$ cat src/rtl/tea_engine.sv
// Iterative TEA cipher core: one Feistel cycle per clock, encrypt or decrypt
// chosen per block, valid/ready on both sides.

module tea_round #(
    parameter int             W = 32,
    parameter logic [W-1:0]   D = '0
) (
    input  logic              mode,
    input  logic [W-1:0]      v0,
    input  logic [W-1:0]      v1,
    input  logic [W-1:0]      sum,
    input  logic [3:0][W-1:0] k,
    output logic [W-1:0]      v0_n,
    output logic [W-1:0]      v1_n,
    output logic [W-1:0]      sum_n
);
    function automatic logic [W-1:0] f(input logic [W-1:0] x, s, ka, kb);
        return ((x << 4) + ka) ^ (x + s) ^ ((x >> 5) + kb);
    endfunction

    logic [W-1:0] s_e, v0_e, v1_d;

    // Decrypt undoes the halves in reverse order using the pre-decrement sum.
    always_comb begin
        s_e  = sum + D;
        v0_e = v0 + f(v1, s_e, k[0], k[1]);
        v1_d = v1 - f(v0, sum, k[2], k[3]);
        if (!mode) begin
            v0_n  = v0_e;
            v1_n  = v1 + f(v0_e, s_e, k[2], k[3]);
            sum_n = s_e;
        end else begin
            v1_n  = v1_d;
            v0_n  = v0 - f(v1_d, sum, k[0], k[1]);
            sum_n = sum - D;
        end
    end
endmodule

module tea_engine #(
    parameter int          WORD_SIZE    = 32,
    parameter logic [31:0] DELTA        = 32'h9e3779b9,
    parameter int          ROUND_NUMBER = 32
) (
    input  logic                 clk,
    input  logic                 rst,
    input  logic                 iValid,
    output logic                 oReady,
    input  logic                 iMode,
    input  logic [WORD_SIZE-1:0] iV0,
    input  logic [WORD_SIZE-1:0] iV1,
    input  logic [WORD_SIZE-1:0] iK0,
    input  logic [WORD_SIZE-1:0] iK1,
    input  logic [WORD_SIZE-1:0] iK2,
    input  logic [WORD_SIZE-1:0] iK3,
    output logic                 oValid,
    input  logic                 iReady,
    output logic [WORD_SIZE-1:0] oC0,
    output logic [WORD_SIZE-1:0] oC1,
    output logic                 oBusy
);
    localparam int                   CW   = $clog2(ROUND_NUMBER + 1);
    localparam logic [WORD_SIZE-1:0] D    = WORD_SIZE'(DELTA);
    // Decrypt starts from the sum the encrypt schedule ends on.
    localparam logic [WORD_SIZE-1:0] SD   = WORD_SIZE'(D * WORD_SIZE'(ROUND_NUMBER));
    localparam logic [CW-1:0]        LAST = CW'(ROUND_NUMBER - 1);

    typedef enum logic [1:0] {IDLE, RUN, DONE} state_t;

    state_t                      state, state_n;
    logic   [WORD_SIZE-1:0]      v0, v1, sum;
    logic   [3:0][WORD_SIZE-1:0] key;
    logic                        mode;
    logic   [CW-1:0]             cnt;
    logic   [WORD_SIZE-1:0]      v0_n, v1_n, sum_n;

    tea_round #(.W(WORD_SIZE), .D(D)) u_round (
        .mode  (mode),
        .v0    (v0),
        .v1    (v1),
        .sum   (sum),
        .k     (key),
        .v0_n  (v0_n),
        .v1_n  (v1_n),
        .sum_n (sum_n)
    );

    always_ff @(posedge clk or negedge rst) begin
        if (!rst) state <= IDLE;
        else      state <= state_n;
    end

    always_comb begin
        state_n = state;
        case (state)
            IDLE:    if (iValid)      state_n = RUN;
            RUN:     if (cnt == LAST) state_n = DONE;
            DONE:    if (iReady)      state_n = IDLE;
            default:                  state_n = IDLE;
        endcase
    end

    always_ff @(posedge clk or negedge rst) begin
        if (!rst) begin
            v0   <= '0;
            v1   <= '0;
            sum  <= '0;
            key  <= '0;
            mode <= 1'b0;
            cnt  <= '0;
        end else begin
            case (state)
                IDLE: if (iValid) begin
                    v0   <= iV0;
                    v1   <= iV1;
                    key  <= {iK3, iK2, iK1, iK0};
                    mode <= iMode;
                    sum  <= iMode ? SD : '0;
                    cnt  <= '0;
                end
                RUN: begin
                    v0  <= v0_n;
                    v1  <= v1_n;
                    sum <= sum_n;
                    cnt <= cnt + CW'(1);
                end
                default: ;
            endcase
        end
    end

    assign oReady = (state == IDLE);
    assign oValid = (state == DONE);
    assign oBusy  = (state == RUN);
    assign oC0    = v0;
    assign oC1    = v1;
endmodule

$ cat config.mk
export PLATFORM = sky130hd
export DESIGN_NAME = tea_engine
export DESIGN_NICKNAME = d
export VERILOG_FILES = /design/src/rtl/tea_engine.sv
export SDC_FILE = /design/constraint.sdc
export NUM_CORES = 2
export LEC_CHECK = 0
export BUFFER_PORTS_ARGS = -buffer_cell sky130_fd_sc_hd__buf_2
export CORE_AREA = 2 2 243 304
export CTS_CLUSTER_SIZE = 16
export DETAILED_ROUTE_END_ITERATION = 6
export DIE_AREA = 0 0 245 306
export PLACE_DENSITY = 0.64
export RECOVER_POWER = 25
export SLEW_MARGIN = 0
export SYNTH_ARGS = -nofsm -noshare
export SYNTH_HDL_FRONTEND = slang
export SYNTH_HIERARCHICAL = 1
export SYNTH_SLANG_ARGS = --single-unit
$ cat constraint.sdc
create_clock -name clk -period 12.3 [get_ports clk]
set_input_delay 2.46 -clock clk [delete_from_list [all_inputs] [get_ports clk]]
set_output_delay 2.46 -clock clk [all_outputs]
set_load 0.01 [all_outputs]
==> impl_metrics.tcl <==
set metrics [dict create \
    finClkSkew_ns 0.02110 \
    avgSynthCellArea_um2 8.473 \
    cts.sinks 233 \
    crit_top_cell "xnor2_1" \
    postSynthCellCount 4215 \
    drt-initial-drc-count 2859 \
    grt_setup_unrepaired "false" \
    area_delta_synth_final_pct 9.382 \
    antenna_found_initial 1 \
    drv_slew 235 \
    synthArstFlopShare 1.000 \
    tritoncts "built" \
    insertion_delay_ns 0.62 \
    rows 110 \
    grt.total_usage 0.3621 \
    synth_seq_cells 233 \
    gr-total-overflow 0 \
    crit_path_start_kind "register" \
    grt_pass1_wl_um 203300 \
    worst_ep_arrival_time_ns 11.88 \
    drc_errors 0 \
    drive_gt1_frac 0.1228 \
    path_class "register to register" \
    relSlewSlack -2.988 \
    dpl.hpwl_um 113800 \
    core_area_um2 71980 \
    grt_max_degree 100 \
    cts_buffers 29 \
    io_pins 264 \
    setup.worst_path.end_class "register" \
    root_buffer "clkbuf_16" \
    min_from "cnt[5]" \
    status "finished, violations left" \
    crit_slowest_cell "a2111oi_0" \
    worstPathMaxFanout 9 \
    fin_crit_ns 11.42 \
    violations "max-capacitance violations, max-slew violations" \
    syn-cell-area_um2 35710 \
    grt_util_met1 0.4096 \
    path_clk_slew_ns 0.06 \
    synth_enable_flop_cells 0 \
    dieArea_um2 74970 \
    whs_endpoint "cnt[5]" \
    worstHoldPathCells 1 \
    post-place-ws_ns 0.9132 \
    r2r_slack_ns 0.88 \
    synth_nets 4910 \
    r2r-end "oC1[31]" \
    yosysSeqAreaShare 0.1633 \
    regArea_um2 5839 \
    busiest_layer "met2" \
    finalSetupTns_ns 0 \
    die_h_um 306 \
    grt_pass1_vias 31550 \
    wl_per_cell_um 25.58 \
    timing.final.hold_violations 0 \
    port_buffers 263 \
    wirelength_um 138900 \
    gp_congestion 1.024 \
    fin_ws_ns 0.8834 \
    r2r-start "sum[1]" \
    worstRegToRegCells 42 \
    nNetsFinal 5151 \
    cap_violations 4 \
    postCtsSetupRepairBufs 0 \
    yosysUniqueCellTypes 91 \
    initial_core_util 0.4961 \
    multiInputGateArea_um2 28860 \
    via_per_inst 6.113 \
    first_pass_iters 6 \
    grtUsageMet3 0.02985 \
    max_freq_mhz 87.59 \
    fillerInstances 6992 \
    fin_crit_sh 0.9282 \
    fin_util 0.5427 \
    htree_levels 1 \
    met2_usage 0.6120 \
    die_w_um 245 \
    postRouteAntennaNets 0 \
    setup_viol 0 \
    cts_buffer_depth 3 \
    tightest_slew_ns 5.982 \
    synth.yosys.warnings 6 \
    synth_flop_cell "dfrtp_1" \
    max_stage_delay_ns 0.71 \
    via_count 33200 \
    hold_path.class "register to register" \
    required_ns 12.76 \
]
==> worst max path at each step <==
stage | from | to | slack (ns)
6_report | sum[1] | oC1[31] | 0.88
5_1_grt | sum[1] | oC1[31] | 0.07
4_1_cts | sum[0] | oC1[31] | 0.84
3_5_place_dp | sum[1] | oC1[31] | 0.91
3_3_place_gp | sum[1] | oC1[31] | 1.16
2_1_floorplan | sum[1] | oC1[31] | 2.17
==> metrics by stage <==
step,hold WS (ns),instances,area (µm²)
3_3_place_gp,0.4715,5377,38130
3_5_place_dp,0.4801,5377,38130
5_1_grt,0.5315,5430,39060
6_report,0.4911,5431,39060
2_1_floorplan,0.4509,4215,35710
4_1_cts,0.4881,5430,39140
==> cells in the final DEF (no fill, tap or decap), types with 15 or more instances in the layout <==
cell       count
nor3_1        64
xnor2_1      620
nand3_1       89
a21oi_1      443
dfrtp_1      230
a21o_1       229
nand2b_1      78
buf_2        261
and3_1        18
ha_1         482
clkbuf_16     29
buf_4         54
o21ai_0      268
mux2_4        83
nand2_1      253
a211oi_1      30
fa_1          16
o31ai_1       17
nor2_1       196
mux2_1        18
inv_1        117
mux2_2        55
or3_1         27
xor2_1       138
a22oi_1       66
nor2b_1      122
a31o_2        15
a221o_1       23
a31oi_1       31
o21a_1        42
o21bai_1      56
o22ai_1       17
nand4_1       33
==> state kept, by name, indices dropped and copies added (netlist names) <==
register and flops:
cnt 6, key 128, mode 1, oC0 32
oC1 32, state 2, sum 32
==> critical path: cells and delay by family (launching register included) <==
kind                       cells  cell delay, ns
AOI/OAI and AO/OA             16            4.25
adders and majority gates      5            1.67
xor gates and xnor gates      12            2.87
DFF                            1            0.51
and+or+nand+nor                8            1.71
muxes                          1            0.26
==> per-layer routing <==
metal / share of wire / routed length, µm
met4: 0.10 / 14310
met2: 0.47 / 65140
met1: 0.38 / 52670
met5: 0 / 0
met3: 0.049 / 6782
==> cell usage after synthesis (all sizes together) (8+ instances only) <==
master / n / share of area
nand2b: 79 / 0.014
and3: 19 / 0.0035
mux2i: 9 / 0.0025
o22ai: 17 / 0.0030
o31a: 9 / 0.0022
nor2b: 123 / 0.022
o211ai: 14 / 0.0029
xor2: 138 / 0.034
a31oi: 31 / 0.0054
buf: 30 / 0.0068
a2111oi: 9 / 0.0027
fa: 16 / 0.0090
nor2: 196 / 0.021
a211oi: 31 / 0.0067
a22oi: 66 / 0.014
or3: 28 / 0.0050
a21boi: 14 / 0.0029
a221o: 23 / 0.0064
and4: 8 / 0.0020
a21oi: 444 / 0.062
or2: 10 / 0.0018
nand3: 89 / 0.012
o21bai: 56 / 0.012
nor3: 64 / 0.0090
inv: 118 / 0.012
o41ai: 9 / 0.0024
o21ai: 278 / 0.039
a41oi: 10 / 0.0025
o21a: 42 / 0.0088
nand2: 254 / 0.027
dfrtp: 233 / 0.16
a311o: 8 / 0.0022
a211o: 8 / 0.0020
o31ai: 18 / 0.0042
nand4: 33 / 0.0058
mux2: 156 / 0.060
a21o: 229 / 0.048
clkbuf: 78 / 0.0082
and2: 14 / 0.0025
ha: 482 / 0.17
a31o: 15 / 0.0037
xnor2: 621 / 0.15
or4: 10 / 0.0022
==> cells by family (layout without fill, tap and decap cells) <==
group | count (synthesis) | after routing | synth area share
AO/OA/AOI/OAI | 1380 | 1380 | 0.2469
AND/OR/NAND/NOR | 946 | 946 | 0.1310
XOR/XNOR | 767 | 767 | 0.1913
adder cells (fa/ha/maj) | 498 | 498 | 0.1778
flip-flops | 233 | 233 | 0.1633
buffers and inverters | 226 | 489 | 0.02736
multiplexers | 165 | 165 | 0.06233
other | 0 | 1 | 0
==> cell type report <==
cell class,instances,area share
multi-input cells,3756,0.7389
flip-flops and latches,233,0.1495
repair buffers,318,0.04410
well taps,952,0.03049
clock buffers,38,0.01995
inverters,118,0.01137
clock inverters,15,0.005669
diodes,1,0.00006406
==> timing repair <==
item | in CTS | in global routing
resized for setup | 0 | 2
setup endpoints to repair | 0 | 1
hold buffers | 0 | 0
Power is left out: the tool's default activity adds up to more than one toggle a clock period on the data nets, which glitch-free logic cannot reach.
